==> src/rtl/mem_bus_responder.sv <==
// Registered memory-port responder: decodes IM / DM / MMIO regions,
// reports access faults and returns data over a valid/ready handshake.
module mem_bus_responder #(
  parameter int unsigned DM_AW     = 13,
  parameter logic [63:0] MMIO_BASE = 64'h0000_0000_0001_0000
) (
  input  logic             clk,
  input  logic             reset,
  input  logic             req_valid,
  output logic             req_ready,
  input  logic             req_we,
  input  logic [63:0]      req_addr,
  input  logic [63:0]      req_wdata,
  output logic             rsp_valid,
  input  logic             rsp_ready,
  output logic [63:0]      rsp_rdata,
  output logic             rsp_err,
  output logic [61:0]      im_addr,
  input  logic [31:0]      im_rdata,
  output logic [DM_AW-1:0] dm_addr,
  output logic             dm_we,
  output logic [63:0]      dm_wdata,
  input  logic [63:0]      dm_rdata
);

  typedef enum logic [1:0] {
    IDLE,
    ACCESS,
    RESP
  } state_t;

  state_t      state;
  state_t      state_nx;

  logic [63:0] cap_addr;
  logic [63:0] cap_wdata;
  logic        cap_we;

  logic [63:0] cycle_q;
  logic [63:0] scratch_q;
  logic [63:0] fault_addr_q;
  logic [63:0] fault_cnt_q;
  logic [63:0] rdata_q;
  logic        err_q;

  logic [63:0] mmio_off;
  logic        hit_im;
  logic        hit_dm;
  logic        hit_mmio;
  logic        fault;
  logic        dm_wr;
  logic        scr_wr;
  logic [63:0] rd_val;

  assign mmio_off = cap_addr - MMIO_BASE;
  assign hit_im   = (cap_addr >> DM_AW) == 64'd0;
  assign hit_dm   = (cap_addr >> DM_AW) == 64'd1;
  assign hit_mmio = (cap_addr >= MMIO_BASE) && (mmio_off < 64'd32);

  always_comb begin
    fault  = 1'b0;
    rd_val = '0;
    unique case (1'b1)
      hit_im: begin
        fault  = cap_we || (cap_addr[1:0] != 2'b00);
        rd_val = {32'b0, im_rdata};
      end
      hit_dm: begin
        fault  = cap_addr[2:0] != 3'b000;
        rd_val = dm_rdata;
      end
      hit_mmio: begin
        // only SCRATCH (offset 0x08) accepts stores
        fault = (cap_addr[2:0] != 3'b000) ||
                (cap_we && (mmio_off[4:3] != 2'd1));
        case (mmio_off[4:3])
          2'd0:    rd_val = cycle_q;
          2'd1:    rd_val = scratch_q;
          2'd2:    rd_val = fault_addr_q;
          default: rd_val = fault_cnt_q;
        endcase
      end
      default: fault = 1'b1;
    endcase
  end

  assign dm_wr  = hit_dm && cap_we && !fault;
  assign scr_wr = hit_mmio && cap_we && !fault;

  always_comb begin
    state_nx  = state;
    req_ready = 1'b0;
    dm_we     = 1'b0;
    rsp_valid = 1'b0;
    unique case (state)
      IDLE: begin
        req_ready = !reset;
        if (req_valid) state_nx = ACCESS;
      end
      ACCESS: begin
        dm_we    = dm_wr && !reset;
        state_nx = RESP;
      end
      RESP: begin
        rsp_valid = 1'b1;
        if (rsp_ready) state_nx = IDLE;
      end
      default: state_nx = IDLE;
    endcase
  end

  always_ff @(posedge clk) begin
    if (reset) begin
      state        <= IDLE;
      cap_addr     <= '0;
      cap_wdata    <= '0;
      cap_we       <= 1'b0;
      cycle_q      <= '0;
      scratch_q    <= '0;
      fault_addr_q <= '0;
      fault_cnt_q  <= '0;
      rdata_q      <= '0;
      err_q        <= 1'b0;
    end else begin
      state   <= state_nx;
      cycle_q <= cycle_q + 64'd1;
      if (state == IDLE && req_valid) begin
        cap_addr  <= req_addr;
        cap_wdata <= req_wdata;
        cap_we    <= req_we;
      end
      if (state == ACCESS) begin
        rdata_q <= (fault || cap_we) ? 64'd0 : rd_val;
        err_q   <= fault;
        if (scr_wr) scratch_q <= cap_wdata;
        if (fault) begin
          fault_addr_q <= cap_addr;
          fault_cnt_q  <= fault_cnt_q + 64'd1;
        end
      end
    end
  end

  assign im_addr   = cap_addr[63:2];
  assign dm_addr   = cap_addr[DM_AW-1:0];
  assign dm_wdata  = cap_wdata;
  assign rsp_rdata = rdata_q;
  assign rsp_err   = err_q;

endmodule
==> config.mk <==
export PLATFORM = sky130hd
export DESIGN_NAME = mem_bus_responder
export DESIGN_NICKNAME = d
export VERILOG_FILES = /design/src/rtl/mem_bus_responder.sv
export SDC_FILE = /design/constraint.sdc
export NUM_CORES = 1
export LEC_CHECK = 0
export ABC_AREA = 1
export ABC_CLOCK_PERIOD_IN_PS = 7150
export BUFFER_PORTS_ARGS = -buffer_cell sky130_fd_sc_hd__clkbuf_2
export CAP_MARGIN = 10
export CORE_ASPECT_RATIO = 1.2
export CORE_MARGIN = 2
export CORE_UTILIZATION = 50
export DETAILED_ROUTE_END_ITERATION = 7
export PLACE_DENSITY = 0.81
export SYNTH_ARGS = -nofsm -noshare
export SYNTH_HDL_FRONTEND = slang
export SYNTH_SLANG_ARGS = --single-unit
==> constraint.sdc <==
create_clock -name clk -period 7.15 [get_ports clk]
set_input_delay 1.43 -clock clk [delete_from_list [all_inputs] [get_ports clk]]
set_output_delay 1.43 -clock clk [all_outputs]
set_load 0.02 [all_outputs]
# After elaboration in Yosys (flattened, before gate mapping)
# Cells that the tools add are included.
# classes
addsub	3
order_cmp	2
n_eq_ne	8
mux	10
n_reduce_logical	21
# op_table
operator	count
$pmux W64 S3	2
$add A64 B1 Y64 const B	2
$ge A64 B17 Y1 const B	1
$logic_not A64 Y1	1
$lt A64 B6 Y1 const B	1
$mux W64	1
$sub A64 B17 Y64 const B	1
$eq A51 B1 Y1 const B	1
$logic_and A1 B1 Y1	8
$pmux W2 S3	1
$reduce_and A2 Y1	3
$eq A2 B1 Y1 const B	2
$eq A2 B2 Y1 const B	2
$logic_not A2 Y1	2
$mux W2	2
$ne A2 B2 Y1 const B	2
$logic_or A1 B1 Y1	3
$mux W1	3
$pmux W1 S3	1
$reduce_bool A3 Y1	1
$logic_not A1 Y1	2
$ne A2 B1 Y1 const B	1
$reduce_bool A2 Y1	1
# totals
ff_bits	452

# Longest topological paths before layout
# logic_depth
ltp_word	9
mapped_depth	22

# Worst setup path after synthesis
# OpenSTA, ideal clock, no wires.
# synth_path
kind	reg-to-output
startpoint	register cap_addr[20]
endpoint	output port dm_we
arrival_time_ns	2.607
path_slack_ns	3.113
path_stages_with_launch	19
n_path_buf	1
path_cell_list	dfxtp_1 > nor2_2 > nand2_1 > nor2_4 > nand2_1 > nor2_1 > nand2_1 > nand2_1 > nand3_1 > nor2_1 > nand2_1 > nor2_1 > nand3_1 > nand2_1 > nor2_2 > inv_1 > nand2_2 > buf_2 > nor4_1
# synth_via
elab_chain_cells	8
# synth_lines
element	line	text
start, declared	35	logic [63:0] cap_addr;
start signal, assigned	128	cap_addr <= req_addr;
$sub A64 B17 Y64	55	assign mmio_off = cap_addr - MMIO_BASE;
$lt A64 B6 Y1	58	assign hit_mmio = (cap_addr >= MMIO_BASE) && (mmio_off < 64'd32);
$logic_and A1 B1 Y1	58	
$pmux W1 S3	63	unique case (1'b1)
$logic_not A1 Y1	87	assign dm_wr = hit_dm && cap_we && !fault;
$logic_and A1 B1 Y1 *	87	
$logic_and A1 B1 Y1 *	101	dm_we = dm_wr && !reset;
$mux W1 *	95	unique case (state)
end, declared	21	output logic dm_we,
# Every way passes the cells marked *; elsewhere a longest branch is shown, timed or not.

# Worst setup path after layout
# layout_path
startpoint	register cap_addr[42]
endpoint	output port dm_we
# The elaborated chain is that of the path after synthesis.

==> results.ini <==
[sta]
timing_hold_violations_final = 0
finalClockSkew_ns = 0.0205
finalCriticalPeriod_ns = 5.72
report.final.slew_viol_count = 0
fmax_mhz = 175
max-slew-margin-rel_pct = 24.8
totalNegativeSetupSlack_ns = 0
grt_setup_unrepaired = false
fin_crit_sh_pct = 80.0
final_number_of_setup_violating_endpoints = 0
max_slew.worst_pin.slew_ns = 1.12

[clocking]
ctsRootBufferMaster = sky130_fd_sc_hd__clkbuf_16
max-clock-path-buffers = 3
clock_insertion_delay_worst_skew_ns = 0.61
cts.clk_slew.worst_paths_ns = 0.06
numCtsBuffers = 47
holdBufCountCts = 0
clkSinkCount = 452
cts_tree = built
cts_max_level = 2
postCtsResizedCells = 0
cts_post_setup_buffers_inserted = 0

[synthesis]
synth.top_cell.area_share_pct = 38.8
synth.ff_latch_count = 452
async_reset_ff_share_pct = 0
yosys.area.top_type = sky130_fd_sc_hd__dfxtp_1
mappedNetlistNets = 3819
syn-cell-area_um2 = 23300
yosysSeqAreaShare_pct = 38.8
synth.area.top_cells = sky130_fd_sc_hd__dfxtp_1, sky130_fd_sc_hd__nand2_1, sky130_fd_sc_hd__nor2_1, sky130_fd_sc_hd__inv_1, sky130_fd_sc_hd__nand3_1
synth_ff_type = sky130_fd_sc_hd__dfxtp_1
synthesis.yosys.warnings = 0
synth-edff-count = 0
synth_area_per_cell_um2 = 6.49
synth_cells = 3588
yosys.cell_types.count = 39

[cells_and_area]
antennaDiodeCount = 0
final-instance-count-excl-fill = 4540
num-nets-final = 4119
post_route_cells_drive_above_1_share_pct = 14.4
layout-area-overhead-vs-synth_pct = 16.7
final_core_util_pct = 59.2

[setup_path]
start_kind = flip-flop
critPathCapture = dm_we
r2r-start = cap_addr[16]$_SDFFE_PP0P_
worst-endpoint-required_ns = 5.72
cp-startpoint = cap_addr[42]$_SDFFE_PP0P_
critical_path_peak_fanout = 63
cp.arrival_ns = 4.29
worstSetupEndpointType = output pin
worst_r2r_endpoint = scratch_q[55]$_SDFFE_PP0P_
worstSetupPathType = reg2out
rrSetupSlack_ns = 2.79
timing.reg2reg.worst_path_depth = 19

[power_and_ir_drop]
power_density_nw_per_um2 = 225
cell_leakage_power_uw = 0.0115
vdd.ir_drop.worst_mv = 0.202

[status]
result_of_the_run = finished clean

[global_route]
grt_util_all_layers_pct = 33.6
grt_pass1_wl_um = 127000
grt_start_max_net_pins = 127
globalRouteOverflowTotal = 0
antenna_found_initial = 0
number_of_global_route_vias_before_repair = 23000

[route]
drt_pass1_iterations = 6
final_antenna_net_count = 0
drtIter0Drc = 2218
viasPerCell = 5.45
detail_route.wirelength_um = 83100
route.detailed.drc = 0
wl_per_cell_um = 18.3
via_count = 24700

[die]
ioPinCount = 436
fp.dieH_um = 240
placeableCoreArea_um2 = 45900
row_count = 86
die-width_um = 201
start_util_pct = 50.7
die_area_um2 = 48400

[placement]
place.port_buffers = 435
gp_congestion = 1.02
dp.cells = 4455
detailedPlacementHpwl_um = 62300

[min_path]
timing.hold.worst.class = reg2reg

[job]
maxCapViolCount = 0

[worst min-delay path by stage]
stage                                     startpoint                    endpoint  cells past startpoint
after floorplan                cycle_q[0]$_SDFF_PP0_       cycle_q[0]$_SDFF_PP0_                      1
after global placement    rsp_rdata[28]$_SDFFE_PP0P_  rsp_rdata[28]$_SDFFE_PP0P_                      2
after detailed placement   rsp_rdata[4]$_SDFFE_PP0P_   rsp_rdata[4]$_SDFFE_PP0P_                      2
after CTS                  rsp_rdata[4]$_SDFFE_PP0P_   rsp_rdata[4]$_SDFFE_PP0P_                      2
after global routing      rsp_rdata[61]$_SDFFE_PP0P_  rsp_rdata[61]$_SDFFE_PP0P_                      2
final                     rsp_rdata[35]$_SDFFE_PP0P_  rsp_rdata[35]$_SDFFE_PP0P_                      2
[worst max-delay path: stages (launching register included)]
cell,delay [ns]
sky130_fd_sc_hd__dfxtp_1,0.44
sky130_fd_sc_hd__nor2_1,0.12
sky130_fd_sc_hd__nand2_1,0.10
sky130_fd_sc_hd__nor2_1,0.04
sky130_fd_sc_hd__nand2_1,0.10
sky130_fd_sc_hd__nor2_1,0.11
sky130_fd_sc_hd__nand2_1,0.10
sky130_fd_sc_hd__clkinv_1,0.83
sky130_fd_sc_hd__o21ai_0,0.49
sky130_fd_sc_hd__inv_1,0.07
sky130_fd_sc_hd__nor2_1,0.14
sky130_fd_sc_hd__nand2_2,0.06
sky130_fd_sc_hd__buf_4,0.33
sky130_fd_sc_hd__nor4_1,0.46
sky130_fd_sc_hd__clkbuf_2,0.26
[registers in the layout (all words and copies together), names as in the netlist]
signal / cells
scratch_q: 64
rsp_rdata: 64
cap_we: 1
rsp_err: 1
state: 2
fault_addr_q: 64
cycle_q: 64
fault_cnt_q: 64
dm_wdata: 64
cap_addr: 64
[placed cells by master, fill, tap and decap left out, types with 5 or more instances in the layout]
cell                        instances
sky130_fd_sc_hd__inv_2              7
sky130_fd_sc_hd__a221oi_1          27
sky130_fd_sc_hd__clkbuf_1           9
sky130_fd_sc_hd__xor2_1            60
sky130_fd_sc_hd__nor2_1           682
sky130_fd_sc_hd__nor2_4             9
sky130_fd_sc_hd__buf_4             23
sky130_fd_sc_hd__nand3b_1           5
sky130_fd_sc_hd__o21ai_0          226
sky130_fd_sc_hd__nand4_1           46
sky130_fd_sc_hd__bufinv_16          5
sky130_fd_sc_hd__dfxtp_1          451
sky130_fd_sc_hd__clkbuf_16         48
sky130_fd_sc_hd__clkbuf_8          11
sky130_fd_sc_hd__inv_1            358
sky130_fd_sc_hd__nand2_1          717
sky130_fd_sc_hd__o221ai_1          35
sky130_fd_sc_hd__o22ai_1           34
sky130_fd_sc_hd__nor2_2             6
sky130_fd_sc_hd__nor3b_1            6
sky130_fd_sc_hd__nor3_1            76
sky130_fd_sc_hd__nor4_1            31
sky130_fd_sc_hd__o21ai_1            6
sky130_fd_sc_hd__clkbuf_2         434
sky130_fd_sc_hd__nand3_1          268
sky130_fd_sc_hd__o21bai_1          33
sky130_fd_sc_hd__a21oi_1          252
sky130_fd_sc_hd__xnor2_1           18
[cells in the mapped netlist, types with 7 or more instances]
cell type and instances:
sky130_fd_sc_hd__a21oi_1 252, sky130_fd_sc_hd__a221oi_1 27, sky130_fd_sc_hd__buf_2 35, sky130_fd_sc_hd__buf_4 30
sky130_fd_sc_hd__clkbuf_1 138, sky130_fd_sc_hd__dfxtp_1 452, sky130_fd_sc_hd__inv_1 360, sky130_fd_sc_hd__nand2_1 719
sky130_fd_sc_hd__nand3_1 270, sky130_fd_sc_hd__nand4_1 46, sky130_fd_sc_hd__nor2_1 685, sky130_fd_sc_hd__nor2_4 7
sky130_fd_sc_hd__nor3_1 76, sky130_fd_sc_hd__nor4_1 31, sky130_fd_sc_hd__o21ai_0 226, sky130_fd_sc_hd__o21ai_1 7
sky130_fd_sc_hd__o21bai_1 33, sky130_fd_sc_hd__o221ai_1 35, sky130_fd_sc_hd__o22ai_1 34, sky130_fd_sc_hd__xnor2_1 18
sky130_fd_sc_hd__xor2_1 60
[logic make-up (layout without fill, tap and decap cells)]
family	after synthesis	count (layout)	synth area share, %
buf+inv	577	913	10.0
compound gates	622	622	15.0
simple gates	1857	1857	33.2
flops	452	452	38.8
fa+ha+maj	2	2	0.107
xor+xnor	78	78	2.93
[final cells by class]
class | instances | area, um2
clock buffer | 68 | 1390
inverter | 369 | 1390
fill | 4549 | 18700
clock inverter | 17 | 243
timing repair buffer | 459 | 2380
sequential | 452 | 9050
multi-input combinational | 2559 | 12000
tap | 616 | 771
[through the flow]
| stage | hold slack (ns) | total power, uW | setup slack [ns] | area, um2 |
|---|---|---|---|---|
| 4_1_cts | 0.463 | 6140 | 1.42 | 27200 |
| 6_report | 0.463 | 6120 | 1.43 | 27200 |
| 5_1_grt | 0.479 | 6330 | 1.13 | 27200 |
| 2_1_floorplan | 0.430 | 3260 | 3.11 | 23300 |
| 3_5_place_dp | 0.455 | 3570 | 2.06 | 25600 |
| 3_3_place_gp | 0.452 | 3560 | 2.13 | 25600 |
[layer usage]
layer | up-vias | global-route usage [%] | routed length, um
li1 | 12200 | - | -
met1 | 11400 | 41.3 | 33600
met2 | 923 | 58.8 | 40600
met3 | 190 | 4.65 | 5430
met4 | 0 | 14.1 | 3510
met5 | - | 0 | 0
[power by group]
part,total (uW),internal [uW],switching [uW]
clock,2600,1530,1070
combinational,812,241,572
sequential,2710,2610,94.6
total,6120,4390,1730
No activity file was read; power rests on OpenSTA's default activity.
